[src/rtl/pipeline_hazard_ctrl.sv]
// Hazard controller for the 5-stage pipeline: load-use/RAW stalls, branch flush, multi-cycle EX sequencing.
// Optional macro FORWARDING_EN enables EX operand forwarding; without it RAW hazards stall instead.
module pipeline_hazard_ctrl #(
    parameter int AWL       = 6,
    parameter int MC_CYCLES = 4
) (
    input  logic           CLK,
    input  logic           RST,
    input  logic [AWL-2:0] RsD,
    input  logic [AWL-2:0] RtD,
    input  logic [AWL-2:0] RsE,
    input  logic [AWL-2:0] RtE,
    input  logic [AWL-2:0] WriteRegE,
    input  logic [AWL-2:0] WriteRegM,
    input  logic [AWL-2:0] WriteRegW,
    input  logic           RegWriteE,
    input  logic           RegWriteM,
    input  logic           RegWriteW,
    input  logic           MemtoRegE,
    input  logic           BranchTakenD,
    input  logic           MultiStartE,
    output logic           StallF,
    output logic           StallD,
    output logic           StallE,
    output logic           FlushD,
    output logic           FlushE,
    output logic           FlushM,
    output logic [1:0]     ForwardAE,
    output logic [1:0]     ForwardBE,
    output logic           MCBusy
);

    localparam int RW = AWL - 1;
    localparam int CW = $clog2(MC_CYCLES);

    localparam logic [0:0] S_RUN     = 1'b0;
    localparam logic [0:0] S_MC_WAIT = 1'b1;

    logic [0:0]    state_q, state_d;
    logic [CW-1:0] cnt_q, cnt_d;
    logic          mc_stall;
    logic          hz_stall;

`ifdef FORWARDING_EN
    function automatic logic [1:0] fwd_sel(input logic [RW-1:0] src,
                                           input logic          wr_m,
                                           input logic [RW-1:0] dst_m,
                                           input logic          wr_w,
                                           input logic [RW-1:0] dst_w);
        logic [1:0] sel;
        sel = 2'b00;
        if (src != '0) begin
            if (wr_m && (dst_m == src))
                sel = 2'b10;
            else if (wr_w && (dst_w == src))
                sel = 2'b01;
        end
        return sel;
    endfunction
`else
    // Writeback is written in the first half-cycle, so only EX and MEM producers stall a reader.
    function automatic logic raw_dep(input logic [RW-1:0] src,
                                     input logic          wr_e,
                                     input logic [RW-1:0] dst_e,
                                     input logic          wr_m,
                                     input logic [RW-1:0] dst_m);
        return (src != '0) && ((wr_e && (dst_e == src)) || (wr_m && (dst_m == src)));
    endfunction

    logic unused_nofwd;
    assign unused_nofwd = ^{RsE, RtE, WriteRegW, RegWriteW, MemtoRegE};
`endif

    always_comb begin
`ifdef FORWARDING_EN
        hz_stall = MemtoRegE && RegWriteE && (WriteRegE != '0) &&
                   ((WriteRegE == RsD) || (WriteRegE == RtD));
`else
        hz_stall = raw_dep(RsD, RegWriteE, WriteRegE, RegWriteM, WriteRegM) ||
                   raw_dep(RtD, RegWriteE, WriteRegE, RegWriteM, WriteRegM);
`endif
        mc_stall = ((state_q == S_RUN) && MultiStartE) ||
                   ((state_q == S_MC_WAIT) && (cnt_q != '0));
    end

    always_comb begin
        StallF    = 1'b0;
        StallD    = 1'b0;
        StallE    = 1'b0;
        FlushD    = 1'b0;
        FlushE    = 1'b0;
        FlushM    = 1'b0;
        ForwardAE = 2'b00;
        ForwardBE = 2'b00;
        if (RST) begin
            FlushD = 1'b1;
            FlushE = 1'b1;
            FlushM = 1'b1;
        end else begin
            // The multi-cycle hold outranks hazard stalls; a stalled branch waits to be re-evaluated.
            if (mc_stall) begin
                StallF = 1'b1;
                StallD = 1'b1;
                StallE = 1'b1;
                FlushM = 1'b1;
            end else if (hz_stall) begin
                StallF = 1'b1;
                StallD = 1'b1;
                FlushE = 1'b1;
            end
            FlushD = BranchTakenD && !(StallF || StallD || StallE);
`ifdef FORWARDING_EN
            ForwardAE = fwd_sel(RsE, RegWriteM, WriteRegM, RegWriteW, WriteRegW);
            ForwardBE = fwd_sel(RtE, RegWriteM, WriteRegM, RegWriteW, WriteRegW);
`endif
        end
    end

    always_comb begin
        state_d = state_q;
        cnt_d   = cnt_q;
        case (state_q)
            S_RUN: begin
                if (MultiStartE) begin
                    state_d = S_MC_WAIT;
                    cnt_d   = CW'(MC_CYCLES - 2);
                end
            end
            default: begin
                if (cnt_q != '0)
                    cnt_d = cnt_q - CW'(1);
                else
                    state_d = S_RUN;
            end
        endcase
    end

    always_ff @(posedge CLK) begin
        if (RST) begin
            state_q <= S_RUN;
            cnt_q   <= '0;
        end else begin
            state_q <= state_d;
            cnt_q   <= cnt_d;
        end
    end

    assign MCBusy = (state_q == S_MC_WAIT);

endmodule

[config.mk]
export PLATFORM = sky130hd
export DESIGN_NAME = pipeline_hazard_ctrl
export DESIGN_NICKNAME = d
export VERILOG_FILES = /design/src/rtl/pipeline_hazard_ctrl.sv
export SDC_FILE = /design/constraint.sdc
export NUM_CORES = 1
export LEC_CHECK = 0
export ABC_AREA = 0
export CAP_MARGIN = 5
export CORE_ASPECT_RATIO = 0.9
export CORE_MARGIN = 2
export CORE_UTILIZATION = 26
export DETAILED_ROUTE_END_ITERATION = 8
export PLACE_DENSITY = 0.78
export SYNTH_ARGS = -nofsm -noshare
export SYNTH_HDL_FRONTEND = slang
export SYNTH_SLANG_ARGS = --single-unit
[constraint.sdc]
create_clock -name CLK -period 1.7 [get_ports CLK]
set_clock_uncertainty 0.1 [all_clocks]
set_input_delay 0.17 -clock CLK [delete_from_list [all_inputs] [get_ports CLK]]
set_output_delay 0.17 -clock CLK [all_outputs]
set_load 0.1 [all_outputs]
-- After elaboration in Yosys (flattened, before gate mapping)
Cells that the tools add are included.
- register bits after elaboration: 3
- output and inout bits: 11
- word-level logic and storage cells: 46
- add/subtract/negate cells: 1
- equal/unequal tests: 5
- muxes and demuxes: 17
- bitwise operators: 1
- reduce and logical (&&, ||, !) cells: 20
- operator list (operator ; count):
    $eq 5x5->1 ; 4
    $mux 1 ; 14
    $reduce_bool 5->1 ; 2
    $logic_and 1x1->1 ; 9
    $mux 2 ; 3
    $logic_or 1x1->1 ; 5
    $reduce_bool 2->1 ; 2
    $ne 2x1->1 const B ; 1
    $reduce_and 2->1 ; 1
    $sub 2x1->2 const B ; 1
    $logic_not 1->1 ; 1
    $not 1->1 ; 1

-- Longest topological paths before layout
Gate-level depths: netlist of run 1.
- depth after elaboration: 12
- depth in mapped cells: 7
- gate-level depth less buffers: 7

-- Worst setup path after synthesis of run 1
OpenSTA, ideal clock, no wires.
- path type: register to output
- start: register state_q (netlist: MCBusy)
- end: output port StallF
- data arrival time: 3.385 ns
- setup slack: -1.955 ns
- cell stages (with the launch flop): 4
- path buffers: 1
- cell sequence: dfxtp_1 > o21ai_1 > a21oi_1 > buf_4
- cells in the longest elaborated chain, start to end: 6
- elaborated cells on any way between the ends: 7
- ends and longest elaborated chain (what ; RTL line ; text):
    start: declaration ; 39 ; logic [0:0] state_q, state_d;
    start signal: assignment ; 143 ; state_q <= state_d;
    $not 1->1 ; n/a ;
    $logic_and 1x1->1 ; 82 ; mc_stall = ((state_q == S_RUN) && MultiStartE) ||
    $logic_or 1x1->1 (*) ; 82 ;
    $mux 1 (*) (3 in series) ; n/a ;
    end: declaration ; 22 ; output logic StallF,
Mark *: on every way between the ends. The rest lies on a longest branch, timed or not. The select of a mux whose other input is x is not followed.

-- Worst setup path after layout of run 1
- start: input port RtD[3]
- end: output port FlushD
- cells in the longest elaborated chain, start to end: 12
- elaborated cells on any way between the ends: 15
- ends and longest elaborated chain (what ; RTL line ; text):
    start: declaration ; 10 ; input logic [AWL-2:0] RtD,
    $eq 5x5->1 ; 67 ; return (src != '0) && ((wr_e && (dst_e == src)) || (wr_m && (dst_m == src)));
    $logic_and 1x1->1 ; 67 ;
    $logic_or 1x1->1 ; 67 ;
    $logic_and 1x1->1 (*) ; 67 ;
    $logic_or 1x1->1 (*) ; 79 ; hz_stall = raw_dep(RsD, RegWriteE, WriteRegE, RegWriteM, WriteRegM) ||
    $mux 1 (*) ; 106 ; end else if (hz_stall) begin
    $mux 1 (*) ; 101 ; if (mc_stall) begin
    $mux 1 (*) ; 95 ; if (RST) begin
    $logic_or 1x1->1 (*) ; 111 ; FlushD = BranchTakenD && !(StallF || StallD || StallE);
    $logic_not 1->1 (*) ; 111 ;
    $logic_and 1x1->1 (*) ; 111 ;
    $mux 1 (*) ; 95 ;
    end: declaration ; 25 ; output logic FlushD,
Marks and branches as above.

==> results of run 1 <==
-- logic make-up (layout without fill, tap and decap cells) --
group           after synthesis  after routing  synth area share, %
buf+inv                       9             42                 11.2
compound gates               10             10                 14.2
flops                         3              3                 12.8
simple gates                 21             21                 20.9
xor+xnor                     20             20                 37.4
fa+ha+maj                     1              1                 2.67
other cells                   1              4                0.801
-- cells in the mapped netlist --
cell	n	area, um2
a21oi_1	4	20.0
a22oi_2	1	12.5
a31o_1	1	8.76
buf_4	5	37.5
clkbuf_1	1	3.75
conb_1	1	3.75
dfxtp_1	3	60.1
ha_1	1	12.5
inv_1	3	11.3
nand2_1	7	26.3
nand2b_1	1	6.26
nand4_1	4	25.0
nor2_1	6	22.5
nor3_1	2	10.0
nor3b_1	1	7.51
o21ai_1	1	5.00
o21bai_1	1	7.51
o22ai_1	2	12.5
xnor2_1	20	175
-- worst paths after layout --
check / startpoint / endpoint / slack (ps) / depth (start not counted)
setup / recovery: RtD[3] / FlushD / 7 / 7
hold / removal: cnt_q[1] / cnt_q[1] / 390 / 2
setup reg to reg: cnt_q[0] / cnt_q[1] / 290 / 9
hold reg to reg: cnt_q[1] / cnt_q[1] / 390 / 2
-- timing repair --
action,in CTS,in global routing
setup buffers,1,1
hold buffers,0,0
setup endpoints to repair,6,6
pin swaps,17,14
gates resized for setup,82,26
-- worst register-to-register path: stages, from the launching register on --
cell and delay (ps):
dfxtp_2 340, inv_2 50, ha_4 160, nand2_4 60
o21ai_4 90, buf_4 150, buf_4 130, a21oi_1 140
a21oi_1 60, nor2_1 80
-- sequential cells by signal, indices dropped and copies added, names as in the netlist --
signal	count
MCBusy	1
cnt_q	2
-- power breakdown --
group / total (mW) / internal [mW] / switching [mW]
logic: 0.470 / 0.190 / 0.280
registers: 0.0883 / 0.0788 / 0.00957
clock network: 0.129 / 0.0882 / 0.0405
total: 0.687 / 0.356 / 0.330
-- area by class of cell --
cell class              count  area share, %
clock buffers               4           2.61
inverters                   3           1.12
multi-input cells          56           53.2
flip-flops and latches      3           6.58
well taps                  24           2.98
repair buffers             35           33.5
-- metrics by stage --
stage / instance area (um2) / power (mW) / util (%) / std cells / hold WS [ps]
finish: 1010 / 0.687 / 59.9 / 125 / 393
global route: 1010 / 0.729 / 59.9 / 125 / 420
CTS: 947 / 0.659 / 56.3 / 124 / 395
detailed placement: 935 / 0.521 / 55.6 / 119 / 380
global placement: 935 / 0.515 / 55.6 / 119 / 367
floorplan: 561 / 0.368 / - / 68 / 267
-- cell usage in the layout, fill, tap and decap left out, types with 2 or more instances in the layout --
master and count:
a21oi_1 3, buf_12 7, buf_2 13, buf_4 4, buf_6 3, clkbuf_2 2
clkbuf_4 3, clkdlybuf4s50_1 3, conb_1 4, dfxtp_2 2, dlygate4sd2_1 2, inv_2 3
nand2_1 6, nand4_1 4, nor2_1 5, o22ai_2 2, xnor2_1 9, xnor2_2 11
-- per-layer routing --
layer	share of wire (%)	GRT usage, %	wire length [um]	up-vias
met5	0	0	0	-
met4	0.39	10.3	7	0
met3	2.4	4.39	43	2
met2	57	30.7	1010	16
met1	40	17.8	717	272
li1	-	-	-	282
==> results.py, run 1 <==
metrics = {
    "status": {
        "outcome": "finished, final reports clean",
    },
    "global_route": {
        "antenna_found_initial": 0,
        "grt_util_all_layers_pct": 16.8,
        "grt_pass1_vias": 603,
        "grt_pass1_wl_um": 2680,
        "grt_max_degree": 9,
        "grt_overflow": 0,
    },
    "clock_tree": {
        "cts_made_buffers": 3,
        "cts_tree": "yes",
        "path_clk_slew_ps": 40,
        "clockRootBuffer": "clkbuf_4",
        "clock-sinks": 3,
        "cts_buffer_depth": 2,
        "insertion_delay_ps": 240,
        "h-tree-depth": 1,
    },
    "critical_path": {
        "arrival_ps": 1420,
        "critPathTopFamily": "compound AO/OA/AOI/OAI gates",
        "path_cells": "clkdlybuf4s15_2, xnor2_1, nand4_1, o22ai_2, a22oi_2, a31o_2, buf_12",
        "critPathCaptureType": "output port",
        "start_kind": "input pin",
        "critPathMaxFanout": 3,
        "required_ps": 1430,
        "cp_num_buf_inv": 2,
        "cp_slowest_stage_delay_ps": 300,
        "critical_path.slowest_cell": "a22oi_2",
        "path_class": "input pin to output port",
    },
    "floorplan": {
        "start_util_pct": 27.8,
        "ios": 54,
        "die_width_um": 48.7,
        "fp.dieArea_mm2": 0.00216,
        "row_count": 14,
        "die_h_um": 44.2,
        "core_area_mm2": 0.00168,
    },
    "hold_path": {
        "min_path_type": "flip-flop to flip-flop",
    },
    "sta": {
        "drv_slew": 0,
        "period_share_pct": 99.6,
        "min_period_ps": 1690,
        "rsz0062_at_grt": "yes",
        "hold_violations": 0,
        "finalSetupViolCount": 0,
        "final.setup.worst_slack_ps": 7.19,
        "fin_tns_setup_ps": 0,
        "fmax_mhz": 591,
    },
    "place": {
        "port-buffer-count": 32,
        "globalplace.congestion": 0.899,
        "dp_slack_ps": -375,
        "dp.final_hpwl_um": 1300,
    },
    "yosys": {
        "ys.warnings.count": 0,
        "syn-cell-area_um2": 468,
        "ys_seq_area_share_pct": 12.8,
        "netlist-cell-type-count": 19,
        "syn_inst": 65,
        "synth.avg_cell_area_um2": 7.20,
        "synth-seq-cells": 3,
    },
    "drt": {
        "num_vias": 572,
        "drtPass1Iterations": 4,
        "via_per_inst": 4.58,
        "first_iter_violations": 10,
        "drc": 0,
        "wl_um": 1770,
        "drt.antenna.violating_nets": 0,
        "routedWlPerCell_um": 14.2,
    },
    "final_layout": {
        "syn_to_final_growth_pct": 115,
        "fillers": 146,
        "final_nets": 146,
        "n_antenna_cell": 0,
        "multi_input_area_um2": 536,
        "ff_latch_area_um2": 66.3,
        "drive_gt1_share_pct": 61.4,
    },
    "pwr": {
        "p_leak_nw": 0.428,
        "ir_drop_mv": 0.515,
        "p_per_area_mw_per_mm2": 682,
    },
    "flow_run": {
        "maxCapViolCount": 0,
    },
}
Note: power is estimated with default switching activity, not from simulation.
==> run 2, diff against run 1 <==
--- a/config.mk
+++ b/config.mk
@@ -6,7 +6,7 @@
 export NUM_CORES = 1
 export LEC_CHECK = 0
 export ABC_AREA = 0
-export CAP_MARGIN = 5
+export CAP_MARGIN = 20
 export CORE_ASPECT_RATIO = 0.9
 export CORE_MARGIN = 2
 export CORE_UTILIZATION = 26
==> constraint.sdc (replaced) <==
create_clock -name CLK -period 1.9 [get_ports CLK]
set_clock_uncertainty 0.1 [all_clocks]
set_input_delay 0.19 -clock CLK [delete_from_list [all_inputs] [get_ports CLK]]
set_output_delay 0.19 -clock CLK [all_outputs]
set_load 0.1 [all_outputs]
==> results.py, run 2 (synthesis gave the netlist of run 1 again) <==
metrics = {
    "critical_path": {
        "path_class": "input pin to output port",
        "timing.rr.start": "cnt_q[0]",
        "r2r-end": "cnt_q[0]",
        "critPathCaptureType": "output port",
        "required_ps": 1610,
        "ff2ff_path_depth": 7,
        "r2r_slack_ps": 580,
        "arrival_ps": 1580,
        "critPathMaxFanout": 3,
        "start_kind": "input pin",
    },
    "clock_tree": {
        "cts_made_buffers": 3,
        "cts_tree": "yes",
        "clockRootBuffer": "clkbuf_4",
        "h-tree-depth": 1,
        "cts_buffer_depth": 2,
        "clock-sinks": 3,
        "path_clk_slew_ps": 40,
        "insertion_delay_ps": 230,
    },
    "pwr": {
        "ir_drop_mv": 0.415,
        "p_leak_nw": 0.389,
        "power_mw": 0.574,
        "p_per_area_mw_per_mm2": 603,
    },
    "hold_path": {
        "holdPathStages": 2,
        "min_path_type": "flip-flop to flip-flop",
        "hold_path_startpoint": "cnt_q[0]",
        "min_to": "cnt_q[0]",
    },
    "floorplan": {
        "die_h_um": 44.2,
        "start_util_pct": 27.8,
        "row_count": 14,
        "die_width_um": 48.7,
        "core_area_mm2": 0.00168,
        "fp.dieArea_mm2": 0.00216,
        "ios": 54,
    },
    "place": {
        "placed_area_um2": 886,
        "globalplace.congestion": 0.851,
        "dp.final_hpwl_um": 1210,
        "dpl.cell_count": 119,
        "port-buffer-count": 32,
    },
    "drt": {
        "drt.antenna.violating_nets": 0,
        "routedWlPerCell_um": 12.0,
        "num_vias": 566,
        "first_iter_violations": 5,
        "drc": 0,
        "wl_um": 1510,
        "via_per_inst": 4.49,
        "drtPass1Iterations": 3,
    },
    "sta": {
        "period_share_pct": 98.4,
        "min_period_ps": 1870,
        "finalSetupViolCount": 0,
        "fmax_mhz": 535,
        "hold_slack_ps": 407,
        "hold_violations": 0,
        "drv_slew": 0,
    },
    "final_layout": {
        "final_common_cell": "xnor2_1",
        "layout_common_cells": "xnor2_1, clkdlybuf4s15_1, clkbuf_2",
        "largest_register_ffs": 2,
        "n_antenna_cell": 0,
        "stdcell_area_um2": 951,
        "top_register": "cnt_q",
        "syn_to_final_growth_pct": 103,
        "final_nets": 147,
        "instances_no_fill": 126,
        "drive_gt1_share_pct": 37.3,
    },
    "status": {
        "outcome": "finished, final reports clean",
    },
    "global_route": {
        "grt_max_degree": 10,
        "grt_util_all_layers_pct": 13.6,
        "grt_overflow": 0,
        "antenna_found_initial": 0,
        "grt_pass1_vias": 584,
        "grt_pass1_wl_um": 2280,
    },
    "flow_run": {
        "maxCapViolCount": 0,
    },
}
[run 2: cell count changes in the layout (fill, tap and decap cells not counted), moves of 2 or more]
cell,change
buf_2,-13
buf_6,-3
clkbuf_2,+6
clkdlybuf4s15_1,+8
dlygate4sd2_1,+2
inv_1,+3
inv_2,-3
xnor2_1,+7
xnor2_2,-7
[run 2: repair_timing]
action                     in CTS  in global routing
gates resized for setup        21                 34
buffers inserted                0                  3
hold endpoints to repair        0                  0
cloned                          0                  0
setup endpoints to repair       4                  3
hold buffers                    0                  0
pin swaps                       8                 12
[run 2: where the power goes]
part / total (mW) / switching [mW] / leakage [nW] / internal (mW)
Sequential: 0.0757 / 0.00586 / 0.0259 / 0.0699
Clock: 0.112 / 0.0336 / 0.0150 / 0.0787
Combinational: 0.386 / 0.236 / 0.348 / 0.150
Total: 0.574 / 0.275 / 0.389 / 0.299
[run 2: worst max-delay path by stage]
stage / startpoint / endpoint / slack (ps) / cells past startpoint
floorplan: cnt_q[0] / StallF / -90 / 6
global placement: RtD[0] / FlushD / -190 / 7
detailed placement: RtD[1] / FlushD / -210 / 7
CTS: cnt_q[0] / StallD / 9 / 7
global route: cnt_q[0] / StallD / -8 / 7
finish: WriteRegE[3] / FlushD / 30 / 7
[run 2: metrics by stage]
| stage | setup WS (ps) | TNS [ps] | utilization (%) |
|---|---|---|---|
| finish | 29.9 | 0 | 56.5 |
| global route | -8.14 | -14.9 | 56.5 |
| CTS | 9.06 | 0 | 53.1 |
| detailed placement | -210 | -676 | 52.7 |
| global placement | -189 | -588 | 52.7 |
| floorplan | -87.4 | -87.4 | - |
[run 2: routing by layer]
| layer | GRT usage (%) | wire [um] | part of all wire [%] | up-vias |
|---|---|---|---|---|
| met4 | 8.00 | 19 | 1.3 | 0 |
| li1 | - | - | - | 281 |
| met1 | 11.3 | 480 | 32 | 264 |
| met3 | 3.04 | 87 | 5.8 | 2 |
| met5 | 0 | 0 | 0 | - |
| met2 | 29.6 | 919 | 61 | 19 |
[run 2: worst max-delay path: stages]
cell,delay (ps)
dlygate4sd2_1,260
xnor2_1,210
nand4_1,130
o22ai_2,190
a22oi_2,150
a31o_2,280
buf_12,160
[run 2: cell type report]
type | count | area, um2
timing repair buffer | 36 | 365
fill | 169 | 731
clock buffer | 4 | 26.3
sequential | 3 | 65.1
multi-input combinational | 56 | 453
tap | 24 | 30.0
inverter | 3 | 11.3
